$ cat src/rtl/fifo_wr_arb_pkg.sv
// ----------------------------------------------------------------------------
// fifo_wr_arb_pkg
//   Shared definitions for the TX FIFO write-port arbiter:
//   - arb_state_e   : top FSM states
//   - GNT_ALU/GNT_RD: 1-bit grant encoding used by rr_arb2 and the top
//   - OVR_CNT_W/MAX : overrun counter width and saturation value
//   - sat_add()     : saturating add used by the optional overrun counter
// ----------------------------------------------------------------------------
package fifo_wr_arb_pkg;

    typedef enum logic [1:0] {
        IDLE        = 2'd0,
        SEND_RD     = 2'd1,
        SEND_ALU_LO = 2'd2,
        SEND_ALU_HI = 2'd3
    } arb_state_e;

    localparam logic GNT_ALU = 1'b1;
    localparam logic GNT_RD  = 1'b0;

    localparam int                   OVR_CNT_W   = 8;
    localparam logic [OVR_CNT_W-1:0] OVR_CNT_MAX = 8'd255;

    // Adds 0..2 to the counter, clamping at OVR_CNT_MAX. One bit of headroom
    // in the sum is enough because the increment never exceeds 2.
    function automatic logic [OVR_CNT_W-1:0] sat_add(input logic [OVR_CNT_W-1:0] cnt,
                                                     input logic [1:0]           inc);
        logic [OVR_CNT_W:0] sum;
        sum = {1'b0, cnt} + {{(OVR_CNT_W-1){1'b0}}, inc};
        return (sum > {1'b0, OVR_CNT_MAX}) ? OVR_CNT_MAX : sum[OVR_CNT_W-1:0];
    endfunction

endpackage

$ cat src/rtl/fifo_wr_arbiter_rr_arb2.sv
// ----------------------------------------------------------------------------
// rr_arb2
//   Two-requester round-robin arbiter. On a tie the requester that was not
//   served last wins. last_grant only moves on a completion strobe, so a
//   frame that stalls on a full FIFO does not disturb the fairness order.
//
// Ports
//   clk, rst_n   : clock, asynchronous active-low reset
//   req_alu      : ALU slot pending
//   req_rd       : RD slot pending
//   done         : a frame finished this cycle (last byte pushed)
//   done_gnt     : which slot finished (GNT_ALU / GNT_RD)
//   gnt          : combinational grant (meaningful when any request is set)
// ----------------------------------------------------------------------------
module rr_arb2
    import fifo_wr_arb_pkg::*;
(
    input  logic clk,
    input  logic rst_n,
    input  logic req_alu,
    input  logic req_rd,
    input  logic done,
    input  logic done_gnt,
    output logic gnt
);

    logic last_grant;

    // NOTE: sequential state uses non-blocking assignments so every register
    // samples the pre-edge values of its inputs, independent of block order.
    always_ff @(posedge clk or negedge rst_n) begin
        if (!rst_n) begin
            last_grant <= GNT_RD;   // first tie after reset goes to the ALU
        end else if (done) begin
            last_grant <= done_gnt;
        end
    end

    // NOTE: combinational blocks assign a default first so no path leaves the
    // output unassigned, which would otherwise infer a latch.
    always_comb begin
        gnt = GNT_ALU;
        if (req_alu && req_rd) begin
            gnt = (last_grant == GNT_ALU) ? GNT_RD : GNT_ALU;
        end else if (req_rd) begin
            gnt = GNT_RD;
        end
    end

endmodule

$ cat src/rtl/fifo_wr_arbiter.sv
// ----------------------------------------------------------------------------
// fifo_wr_arbiter
//   Shares the single TX FIFO write port between the 16-bit ALU result and
//   the 8-bit register-file read data. Each response is captured into its own
//   slot, then pushed byte by byte (ALU result LSB first) while the FIFO is
//   not full. Ties between pending slots are resolved round-robin (rr_arb2).
//
// Configuration
//   ARB_OVR_CNT_EN : when defined, adds the OVR_CNT port and a saturating
//                    8-bit count of valids dropped because their slot was
//                    still pending. When undefined, such valids are dropped
//                    silently.
//
// Ports
//   CLK        : REF_CLK, rising edge
//   RST        : asynchronous active-low reset
//   ALU_OUT    : ALU result, sampled when ALU_VLD=1
//   ALU_VLD    : one-cycle pulse, new ALU result
//   RD_DATA    : register-file read data, sampled when RD_VLD=1
//   RD_VLD     : one-cycle pulse, new read data
//   FIFO_FULL  : FIFO write-side full flag
//   TX_P_DATA  : byte presented to the FIFO (0 while idle)
//   W_INC      : write strobe, one byte per high cycle
//   BUSY       : some captured response has not been fully pushed
//   OVR_CNT    : overrun counter (ARB_OVR_CNT_EN only)
//
//   ALU_OUT_WIDTH must equal 2*DATA_WIDTH; the ALU slot is split into two
//   DATA_WIDTH halves.
// ----------------------------------------------------------------------------
module fifo_wr_arbiter
    import fifo_wr_arb_pkg::*;
#(
    parameter int DATA_WIDTH    = 8,
    parameter int ALU_OUT_WIDTH = 16
) (
    input  logic                     CLK,
    input  logic                     RST,
    input  logic [ALU_OUT_WIDTH-1:0] ALU_OUT,
    input  logic                     ALU_VLD,
    input  logic [DATA_WIDTH-1:0]    RD_DATA,
    input  logic                     RD_VLD,
    input  logic                     FIFO_FULL,
    output logic [DATA_WIDTH-1:0]    TX_P_DATA,
    output logic                     W_INC,
    output logic                     BUSY
`ifdef ARB_OVR_CNT_EN
    ,
    output logic [OVR_CNT_W-1:0]     OVR_CNT
`endif
);

    arb_state_e               state_q, state_nxt;
    logic [ALU_OUT_WIDTH-1:0] alu_data;
    logic [DATA_WIDTH-1:0]    rd_data_q;
    logic                     alu_pend, rd_pend;
    logic                     alu_cap, rd_cap;
    logic                     alu_done, rd_done;
    logic                     gnt;

    // A valid is only accepted into an empty slot; a valid on a pending slot
    // (including one still being transmitted) is an overrun and is dropped.
    assign alu_cap = ALU_VLD && !alu_pend;
    assign rd_cap  = RD_VLD  && !rd_pend;

    // Push strobe depends only on the registered state and FIFO_FULL, so no
    // byte is ever written while the FIFO reports full.
    assign W_INC    = (state_q != IDLE) && !FIFO_FULL;
    assign alu_done = W_INC && (state_q == SEND_ALU_HI);
    assign rd_done  = W_INC && (state_q == SEND_RD);
    assign BUSY     = alu_pend || rd_pend;

    rr_arb2 u_rr_arb2 (
        .clk      (CLK),
        .rst_n    (RST),
        .req_alu  (alu_pend),
        .req_rd   (rd_pend),
        .done     (alu_done || rd_done),
        .done_gnt (alu_done ? GNT_ALU : GNT_RD),
        .gnt      (gnt)
    );

    // NOTE: the slot data registers are reset even though pending gates their
    // use; it keeps TX_P_DATA and the slots deterministic from reset onward.
    always_ff @(posedge CLK or negedge RST) begin
        if (!RST) begin
            state_q   <= IDLE;
            alu_pend  <= 1'b0;
            rd_pend   <= 1'b0;
            alu_data  <= '0;
            rd_data_q <= '0;
        end else begin
            state_q <= state_nxt;
            if (alu_cap) alu_data  <= ALU_OUT;
            if (rd_cap)  rd_data_q <= RD_DATA;
            // Capture and completion never coincide on one slot: capture
            // needs pending=0, completion needs pending=1.
            alu_pend <= (alu_pend && !alu_done) || alu_cap;
            rd_pend  <= (rd_pend  && !rd_done)  || rd_cap;
        end
    end

    always_comb begin
        state_nxt = state_q;
        unique case (state_q)
            IDLE: begin
                if (alu_pend || rd_pend)
                    state_nxt = (gnt == GNT_ALU) ? SEND_ALU_LO : SEND_RD;
            end
            SEND_RD:     if (W_INC) state_nxt = IDLE;
            SEND_ALU_LO: if (W_INC) state_nxt = SEND_ALU_HI;
            SEND_ALU_HI: if (W_INC) state_nxt = IDLE;
            default:     state_nxt = IDLE;
        endcase
    end

    always_comb begin
        TX_P_DATA = '0;
        unique case (state_q)
            SEND_RD:     TX_P_DATA = rd_data_q;
            SEND_ALU_LO: TX_P_DATA = alu_data[DATA_WIDTH-1:0];
            SEND_ALU_HI: TX_P_DATA = alu_data[2*DATA_WIDTH-1:DATA_WIDTH];
            default:     TX_P_DATA = '0;
        endcase
    end

`ifdef ARB_OVR_CNT_EN
    logic [1:0] ovr_inc;

    // Each source is counted on its own, so a simultaneous drop adds 2.
    assign ovr_inc = {1'b0, ALU_VLD && alu_pend} + {1'b0, RD_VLD && rd_pend};

    always_ff @(posedge CLK or negedge RST) begin
        if (!RST) begin
            OVR_CNT <= '0;
        end else begin
            OVR_CNT <= sat_add(OVR_CNT, ovr_inc);
        end
    end
`endif

endmodule

$ cat config.mk
export PLATFORM = sky130hd
export DESIGN_NAME = fifo_wr_arbiter
export DESIGN_NICKNAME = d
export VERILOG_FILES = /design/src/rtl/fifo_wr_arb_pkg.sv /design/src/rtl/fifo_wr_arbiter_rr_arb2.sv /design/src/rtl/fifo_wr_arbiter.sv
export SDC_FILE = /design/constraint.sdc
export NUM_CORES = 1
export LEC_CHECK = 0
export CORE_ASPECT_RATIO = 0.9
export CORE_UTILIZATION = 40
export DETAILED_ROUTE_END_ITERATION = 6
export MAX_ROUTING_LAYER = met4
export PLACE_DENSITY_LB_ADDON = 0.08
export SLEW_MARGIN = 20
export SYNTH_ARGS = -nofsm -noshare
export SYNTH_HDL_FRONTEND = slang
export SYNTH_SLANG_ARGS = --single-unit
$ cat constraint.sdc
create_clock -name CLK -period 4 [get_ports CLK]
set_clock_uncertainty 0.15 [all_clocks]
set_input_delay 0.6 -clock CLK [delete_from_list [all_inputs] [get_ports CLK]]
set_output_delay 0.6 -clock CLK [all_outputs]
set_load 0.05 [all_outputs]
# Yosys cells after proc, flatten, opt, wreduce, memory -nomap -nowiden
# Index checks and enable logic that the tools add are counted.
# totals
ff_bits	29
word_cells	43
output_inout_bits	10
in_bits	29
# op_classes
n_reduce_logical	21
muxes	10
eq_ne	6
# op_table
operator	count
8-bit one-hot mux with 3 select lines	1
1-bit logical AND	8
2-bit two-way mux	4
2-bit one-hot mux with 3 select lines	1
1-bit logical NOT	5
2-bit equality test, second input constant	2
1-bit logical OR	4
1-bit two-way mux	4
2-bit inequality test, second input constant	2
3-bit AND reduction	1
2-bit by 1-bit equality test with 1-bit output, second input constant	1
2-bit logical NOT	1
2-bit by 1-bit inequality test with 1-bit output, second input constant	1
2-bit nonzero test	1
2-bit OR reduction	1

# Depth between registers and ports, before layout
# Gate-level depths: netlist (run 1).
# depth
word_depth	6
ltp_mapped	4
ltp_nobuf	3

# By module
# A second synthesis (run 1) with hierarchy kept.
# unflattened
cells_unflattened	99
area_unflattened_um2	1376.3
# modules_own_cells
module	area_per_inst_um2	seq_area_each_um2	cells_per_inst	n_inst
fifo_wr_arbiter	1327.5	700.7	95	1
rr_arb2	48.8	25.0	4	1

# Worst setup path before layout (run 1)
# OpenSTA, ideal clock, no wires.
# synth_path
kind	flip-flop to output port
from	register state_q[1]
to	output W_INC
required_ps	3250
stages_incl_launch_ff	4
path_slack_ps	1863
path_buffers	1
t_arrival_ps	1387
cell_sequence	dfrtp_1 clkbuf_1 nor2_1 nor2_1
# synth_between
elab_chain_cells	2
# synth_rtl
element	line	source
from (decl)	fifo_wr_arbiter.sv:52	arb_state_e state_q, state_nxt;
from (signal assigned)	fifo_wr_arbiter.sv:92	state_q <= state_nxt;
2-bit nonzero test	fifo_wr_arbiter.sv:67	assign W_INC = (state_q != IDLE) && !FIFO_FULL;
1-bit logical AND	fifo_wr_arbiter.sv:67	
to (decl)	fifo_wr_arbiter.sv:44	output logic W_INC,
# No other way between the ends.

# Worst setup path in the final report (run 1)
# layout_path
from	register state_q[1]
to	output TX_P_DATA[2]
# layout_between
elab_chain_cells	2
word_cells_on_any_way	4
cone_classes	3 x eq/ne; 1 x mux
# layout_rtl
element	line	source
2-bit equality test or 2-bit by 1-bit equality test with 1-bit output (tied branches)	fifo_wr_arbiter.sv:118	unique case (state_q)
8-bit one-hot mux with 3 select lines (*)	fifo_wr_arbiter.sv:118	
to (decl)	fifo_wr_arbiter.sv:43	output logic [DATA_WIDTH-1:0] TX_P_DATA,
# Every way passes the cells marked *; elsewhere a longest branch is shown, timed or not.

==> out/results.ini, run 1 <==
[critical_path]
crit_path_cell_trace=nor2b_1 -> a22o_1 -> clkdlybuf4s50_1
worstPathRequired_ns=3.25
crit_type=reg -> out
cp_max_fo=15
reg2reg_from=rd_pend
r2r_end=rd_data_q[4]
reg2reg_depth=2
critPathSlowestCell=clkdlybuf4s50_1
slowest_delay_ns=0.81
r2r_slack_ns=2.27
cp-start-kind=flip-flop
worst_setup_path_end_kind=output port
arrival_ns=2.47

[synthesis]
syn_nets=125
ys_seq_elements=29
yosysSeqAreaShare=0.524
yosysTopAreaCell=dfrtp_1
synth_edf_count=0
syn_avg_cell_area_um2=14.4
yosys.area.top_type_share=0.524
synth.distinct_cells=19
syn-cell-area_um2=1390
netlist_instances=96
yosys_warnings=0
ys_async_sr_fraction=1.00
synth_flop_cell=dfrtp_1
ys_top_cells_by_area=dfrtp_1, mux2_4, mux2_2

[cells_and_area]
nNetsFinal=167
utilization=0.599
diodes=0
drive_gt1_frac=0.317
num-fill-cells=266
area_growth_pct=37.7

[sta]
finalSetupTns_ns=0
rsz0062_at_grt=no
timing.final.crit_share=0.805
worst_slew_pin_slew_ns=0.785
post-route-min-period_ns=3.22
slew_violations=0
hold_viol_final=0
fmax_ghz=0.310
setup_viol=0
relSlewSlack=0.475

[die]
die_y_um=57.8
start_util=0.435
dieArea_um2=3700
num_rows=19
io_pins=39
die_width_um=64.0
coreArea_um2=3190

[clock_tree]
clk_pin_slew_ns=0.07
cts_resized=0
cts_tree=yes
cts_setup_buffers=0
htree_levels=2
numCtsBuffers=5
root_buffer=clkbuf_8
hold_buffers=0
worst_skew_pair.late_latency_ns=0.28
clockBufferDepth=2
cts_sinks=29

[grt]
grt_max_degree=30
grt_busiest_layer=met2
grt_overflow=0
antenna_found_initial=0
use_met2=0.295
grt_use_met3=0.0512
grt_pass1_wl_um=4740
grtUsageMet1=0.204
grtUsageTotal=0.181
grt_pass1_vias=1033

[run_status]
outcome=finished clean

[power_and_ir_drop]
p_total_mw=1.81
power_density_nw_per_um2=947
leakage_nw=0.821
vdd_drop_max_uv=444

[min_path]
hold_depth=1
worstHoldEndpoint=alu_data[11]
hp-start=alu_data[11]
hp-class=reg -> reg

[placed_design]
io_buffers=38
routabilityCongestion=0.729
place_hpwl_um=1900

[drt]
antenna_left=0
routed_wl_um=2740
vias=923
wl_per_cell_um=15.1
vias_per_cell=5.10
drt-pass1-iter-count=4
drt_iter0_drc=40
drc=0

[run]
max-cap-violations=0

[layout by cell type, fill, tap and decap left out]
| cell | netlist | final |
|---|---|---|
| clkdlybuf4s50_1 | 0 | 38 |
| dfrtp_1 | 29 | 29 |
| mux2_2 | 17 | 17 |
| mux2_4 | 14 | 14 |
| a22o_1 | 8 | 8 |
| clkbuf_8 | 0 | 6 |
| nand2_1 | 5 | 5 |
| nor2b_1 | 5 | 4 |
| buf_4 | 0 | 3 |
| nand3b_1 | 2 | 2 |
| nand2b_1 | 2 | 2 |
| nor2_1 | 2 | 2 |
| mux2_1 | 1 | 1 |
| nor2b_2 | 0 | 1 |
| a21o_1 | 1 | 1 |
| o21ai_0 | 1 | 1 |
| or2_2 | 1 | 1 |
| nor3b_1 | 1 | 1 |
| o31a_1 | 1 | 1 |
| clkinvlp_4 | 0 | 1 |
| bufinv_16 | 0 | 1 |
[worst max-delay path by stage]
stage / end / startpoint / slack, ns
after floorplan: W_INC / state_q[1] / 1.86
after global placement: TX_P_DATA[7] / state_q[1] / 1.11
after detailed placement: TX_P_DATA[6] / state_q[1] / 1.09
after CTS: TX_P_DATA[6] / state_q[1] / 0.78
after global routing: TX_P_DATA[2] / state_q[1] / 0.70
final: TX_P_DATA[2] / state_q[1] / 0.78
[where the power goes]
| part | leakage [nW] | switching, mW | internal [mW] | total [mW] |
|---|---|---|---|---|
| Sequential | 0.339 | 0.106 | 0.444 | 0.550 |
| Combinational | 0.425 | 0.480 | 0.462 | 0.942 |
| Clock | 0.0574 | 0.113 | 0.202 | 0.315 |
| Total | 0.821 | 0.699 | 1.11 | 1.81 |
[stage by stage]
stage          instances  cell area, µm²  setup WS (ns)  hold slack, ns
6_report             181            1910          0.779           0.358
5_1_grt              181            1910          0.703           0.381
4_1_cts              181            1910          0.780           0.360
3_5_place_dp         173            1790           1.09           0.338
3_3_place_gp         173            1790           1.11           0.338
2_1_floorplan         96            1390           1.86           0.154
[cells in the mapped netlist, drive strengths merged, types with 2 or more instances]
library cell	number
a22o	8
buf	5
dfrtp	29
mux2	32
nand2	5
nand2b	2
nand3b	2
nor2	2
nor2b	5
[per-layer routing]
| metal | wire, µm | share of wire |
|---|---|---|
| met5 | 0 | 0 |
| met4 | 44 | 0.016 |
| met3 | 134 | 0.049 |
| met2 | 1400 | 0.51 |
| met1 | 1150 | 0.42 |
[worst max-delay path: cells and delay by family, from the launching register on]
| kind | cells | cell delay (ns) |
|---|---|---|
| buffers and inverters | 1 | 0.81 |
| and+or+nand+nor | 1 | 0.58 |
| DFF | 1 | 0.55 |
| AOI/OAI and AO/OA | 1 | 0.25 |
[state kept, by name (all words and copies together) (netlist names)]
register	cells
alu_data	16
rd_data_q	8
u_rr_arb2.last_grant	1
rd_pend	1
alu_pend	1
state_q	2
[area by class of cell]
type / instances / area [µm²] / area share
flip-flops and latches: 29 / 726 / 0.381
clock buffers: 6 / 82.6 / 0.0433
multi-input cells: 61 / 606 / 0.318
clock inverters: 2 / 37.5 / 0.0197
repair buffers: 41 / 403 / 0.211
well taps: 42 / 52.6 / 0.0276
[kinds of logic after synthesis]
kind of cell           Yosys count  share of synthesized area
DFF                             29                      0.524
AOI/OAI and AO/OA               11                     0.0659
muxes                           32                      0.298
buffers and inverters            6                     0.0406
and+or+nand+nor                 18                     0.0714
Power figures use the tool's default switching activity.
==> run 2, diff against run 1 <==
Clock period 4 ns to 2.9 ns, I/O delays scaled along.
==> run 2 against run 1 <==
Die area stayed put; wire length is 0.84% lower; combinational power is 69% higher; count of clock-buffer cells in the layout is 1 higher; sequential power is 36% higher; worst setup slack worse by 0.31 ns; final cell count is 0.55% higher; largest cell class unchanged; largest power group unchanged; highest routed layer unchanged.
==> out/results.ini, run 2 (synthesized netlist as in run 1, its figures left out) <==
[power_and_ir_drop]
power_density_nw_per_um2=1340
p_total_mw=2.66
pwr-share-seq=0.281
comb_power_share=0.596
p_sw_frac=0.376
intPower_mw=1.66
vdd_drop_max_uv=696
p_clk_frac=0.122
power_switching_mw=1.00
leakage_nw=0.863

[critical_path]
worstPathRequired_ns=2.32
critPathBufInv=2
slowest_delay_ns=0.51
cp_max_fo=12
worst_setup_path_end_kind=output port
critPathSlowestCell=nor2b_1
crit_path_cell_trace=buf_4 -> nor2b_1 -> a22o_1 -> buf_12
crit_family=simple AND/OR/NAND/NOR gates
crit_type=reg -> out
cp-start-kind=flip-flop
arrival_ns=1.85

[grt]
grt_overflow=0
grt_max_degree=30
grt_pass1_vias=934
grt_pass1_wl_um=4420
antenna_found_initial=0
grtUsageTotal=0.173

[clock_tree]
htree_levels=2
cts_sinks=29
numCtsBuffers=5
root_buffer=clkbuf_8
hold_buffers=0
worst_skew_pair.late_latency_ns=0.27
cts_resized=0
clockBufferDepth=2
clk_pin_slew_ns=0.06
cts_setup_buffers=0
cts_tree=yes

[run]
max-cap-violations=0

[placed_design]
dp_cells=175
dpl_cell_area_um2=1890
place_hpwl_um=1970
routabilityCongestion=0.701
io_buffers=38
pre_cts_ws_ns=0.481

[die]
dieArea_um2=3700
coreArea_um2=3190
die_y_um=57.8
num_rows=19
die_width_um=64.0
io_pins=39
start_util=0.435

[cells_and_area]
nNetsFinal=169
num-fill-cells=262
largest_register=alu_data
instances_no_fill=182
utilization=0.622
diodes=0
area_growth_pct=43.0
largest_reg_flops=16
final_area_um2=1980
final_cell_mix=clkdlybuf4s50_1, dfrtp_1, mux2_2, mux2_4, buf_12
layout_commonest_cell=clkdlybuf4s50_1
drive_gt1_frac=0.371
top_regs=alu_data x16, rd_data_q x8, state_q x2

[drt]
wl_per_cell_um=14.9
vias_per_cell=4.95
drc=0
drt-pass1-iter-count=3
vias=900
antenna_left=0
routed_wl_um=2710
drt_iter0_drc=35

[sta]
relSlewSlack=0.579
final.setup.worst_slack_ns=0.466
timing.final.crit_share=0.839
fmax_ghz=0.411
rsz0062_at_grt=no
worst_slew_pin_slew_ns=0.630
post-route-min-period_ns=2.43
slew_violations=0
hold_viol_final=0
whs_ns=0.359
setup_viol=0
finalSetupTns_ns=0

[run_status]
outcome=finished clean

[min_path]
hp-class=reg -> reg

## run 2: path summary, 6_finish.rpt
check                               end  slack (ns)  depth (start not counted)         start
max in group asynchronous   alu_data[5]        1.93                          2           RST
hold reg to reg            alu_data[11]        0.36                          1  alu_data[11]
min in group asynchronous  alu_data[12]        0.40                          2           RST
hold / removal             alu_data[11]        0.36                          1  alu_data[11]
setup / recovery           TX_P_DATA[2]        0.47                          4    state_q[1]
setup reg to reg           alu_data[10]        1.17                          3      alu_pend
## run 2: power groups by stage
stage	Sequential, mW	Clock (mW)	Combinational [mW]
after global placement	0.743	0	1.58
after CTS	0.751	0.339	1.61
final	0.749	0.326	1.59
after floorplan	0.709	0	1.02
after detailed placement	0.756	0	1.60
after global routing	0.777	0.351	1.67
## run 2: routing by layer
layer / part of all wire / GRT usage / wire (µm)
met4: 0.014 / 0.0779 / 38
met5: 0 / - / 0
met1: 0.43 / 0.207 / 1170
met2: 0.51 / 0.267 / 1370
met3: 0.047 / 0.0551 / 128
## run 2: area by class of cell
cell class | instances | area (µm²) | area share
tap | 42 | 52.6 | 0.0265
sequential | 29 | 726 | 0.366
multi-input combinational | 61 | 606 | 0.306
clock buffer | 7 | 86.3 | 0.0436
timing repair buffer | 43 | 510 | 0.258
## run 2: worst reg2reg max path, cell delays in order (launching register included)
cell and delay, ns:
dfrtp_1 0.41, nor2b_2 0.49, buf_12 0.22, mux2_2 0.34
==> run 3, diff against run 2 <==
Clock period 2.9 ns to 1.96 ns, I/O delays scaled along.
==> run 3 against run 2 <==
The run now ends with negative setup slack left; design area grew 3.4%; sequential power is 50% higher; utilization is 2.1 points higher; clock power grew 49%; critical path depth stayed put; largest cell class unchanged; largest power group unchanged.
==> out/results.ini, run 3 (synthesized netlist as in run 1, its figures left out) <==
[sta]
worst_slew_pin_slew_ns=0.365
slew_violations=0
relSlewSlack=0.757
rsz0062_at_grt=yes
timing.final.crit_share=1.02
final.setup.worst_slack_ns=-0.0437
whs_ns=0.247
post-route-min-period_ns=2.00
setup_viol=6
finalSetupTns_ns=-0.205
hold_viol_final=0
fmax_ghz=0.499

[clock_tree]
cts_tree=yes
worst_skew_pair.late_latency_ns=0.27
cts_sinks=29
clockBufferDepth=2
htree_levels=2
root_buffer=clkbuf_8
clk_pin_slew_ns=0.06
numCtsBuffers=5

[drt]
vias=927
routed_wl_um=2780
antenna_left=0
vias_per_cell=4.93
drt_iter0_drc=28
drt-pass1-iter-count=4
wl_per_cell_um=14.8
drc=0

[cells_and_area]
largest_register=alu_data
top_regs=alu_data x16, rd_data_q x8, state_q x2
drive_gt1_frac=0.438
nNetsFinal=175
final_cell_mix=dfrtp_1, clkdlybuf4s50_1, mux2_2, mux2_4
area_growth_pct=47.9
utilization=0.643
diodes=0
largest_reg_flops=16

[power_and_ir_drop]
power_density_nw_per_um2=2000
vdd_drop_max_uv=1240
leakage_nw=0.907
p_total_mw=4.11

[die]
die_y_um=57.8
dieArea_um2=3700
start_util=0.435
io_pins=39
die_width_um=64.0
coreArea_um2=3190
num_rows=19

[grt]
grtUsageTotal=0.181
grt_busiest_layer=met2
grtUsageMet1=0.219
antenna_found_initial=0
grt_max_degree=30
use_met2=0.275
grt_pass1_vias=972
grt_pass1_wl_um=4700
grt_overflow=0
grt_use_met3=0.0728

[critical_path]
r2r_slack_ns=0.55
worst-path-stages=4
crit_path_cell_trace=buf_6 -> mux2_4 -> a22o_4 -> buf_12
reg2reg_depth=3
critPathSlowestCell=dfrtp_2
crit_type=reg -> out
cp-start-kind=flip-flop
crit_family=flip-flops
worst_setup_path_end_kind=output port
arrival_ns=1.56
cp_max_fo=7
slowest_delay_ns=0.47
worstPathRequired_ns=1.52
critPathBufInv=2

[placed_design]
io_buffers=38
place_hpwl_um=2020
pre_cts_ws_ns=0.149
routabilityCongestion=0.754

[run_status]
failed_checks=negative setup slack
outcome=complete, but fails checks

[run]
max-cap-violations=0

[min_path]
hp-class=in -> async

-- run 3: cell count changes in the layout (fill, tap and decap cells not counted), sizes merged --
cell	before	now
buf	13	21
clkdlybuf4s50	30	28
-- run 3: per-stage QoR --
step           instance area, µm²  instances
2_1_floorplan                1390         96
3_3_place_gp                 1920        179
6_report                     2050        188
3_5_place_dp                 1920        179
4_1_cts                      2040        188
5_1_grt                      2050        188
-- run 3: area by class of cell --
cell class,count,area [µm²]
multi-input cells,61,621
repair buffers,49,562
clock buffers,7,86.3
well taps,42,52.6
fillers,266,1140
flip-flops and latches,29,727
-- run 3: worst paths after layout --
path,startpoint,to
max,state_q[0],TX_P_DATA[2]
min,RST,alu_data[8]
max reg2reg,alu_pend,alu_data[8]
min reg2reg,alu_data[9],alu_data[9]
max in group asynchronous,RST,state_q[0]
min in group CLK,alu_data[9],alu_data[9]
-- run 3: metal layers --
metal  part of all wire  wire (µm)
met1               0.45       1240
met4             0.0047         13
met5                  0          0
met2               0.49       1380
met3              0.054        150
-- run 3: power by group --
| group | switching [mW] | internal [mW] | leakage, nW | total, mW |
|---|---|---|---|---|
| Combinational | 1.10 | 1.39 | 0.524 | 2.50 |
| Clock | 0.207 | 0.278 | 0.0443 | 0.485 |
| Sequential | 0.213 | 0.910 | 0.338 | 1.12 |
-- run 3: worst reg2reg max path, delay by kind of cell (launching register included) --
family | cells | cell delay (ns)
flip-flops | 1 | 0.43
buffers and inverters | 1 | 0.22
AND/OR/NAND/NOR | 1 | 0.15
multiplexers | 1 | 0.35
-- run 3: repair_timing --
item	CTS	global route
hold buffers	0	0
gates resized for setup	5	2
setup endpoints to repair	9	7
pin swaps	2	3
buffers inserted	2	0
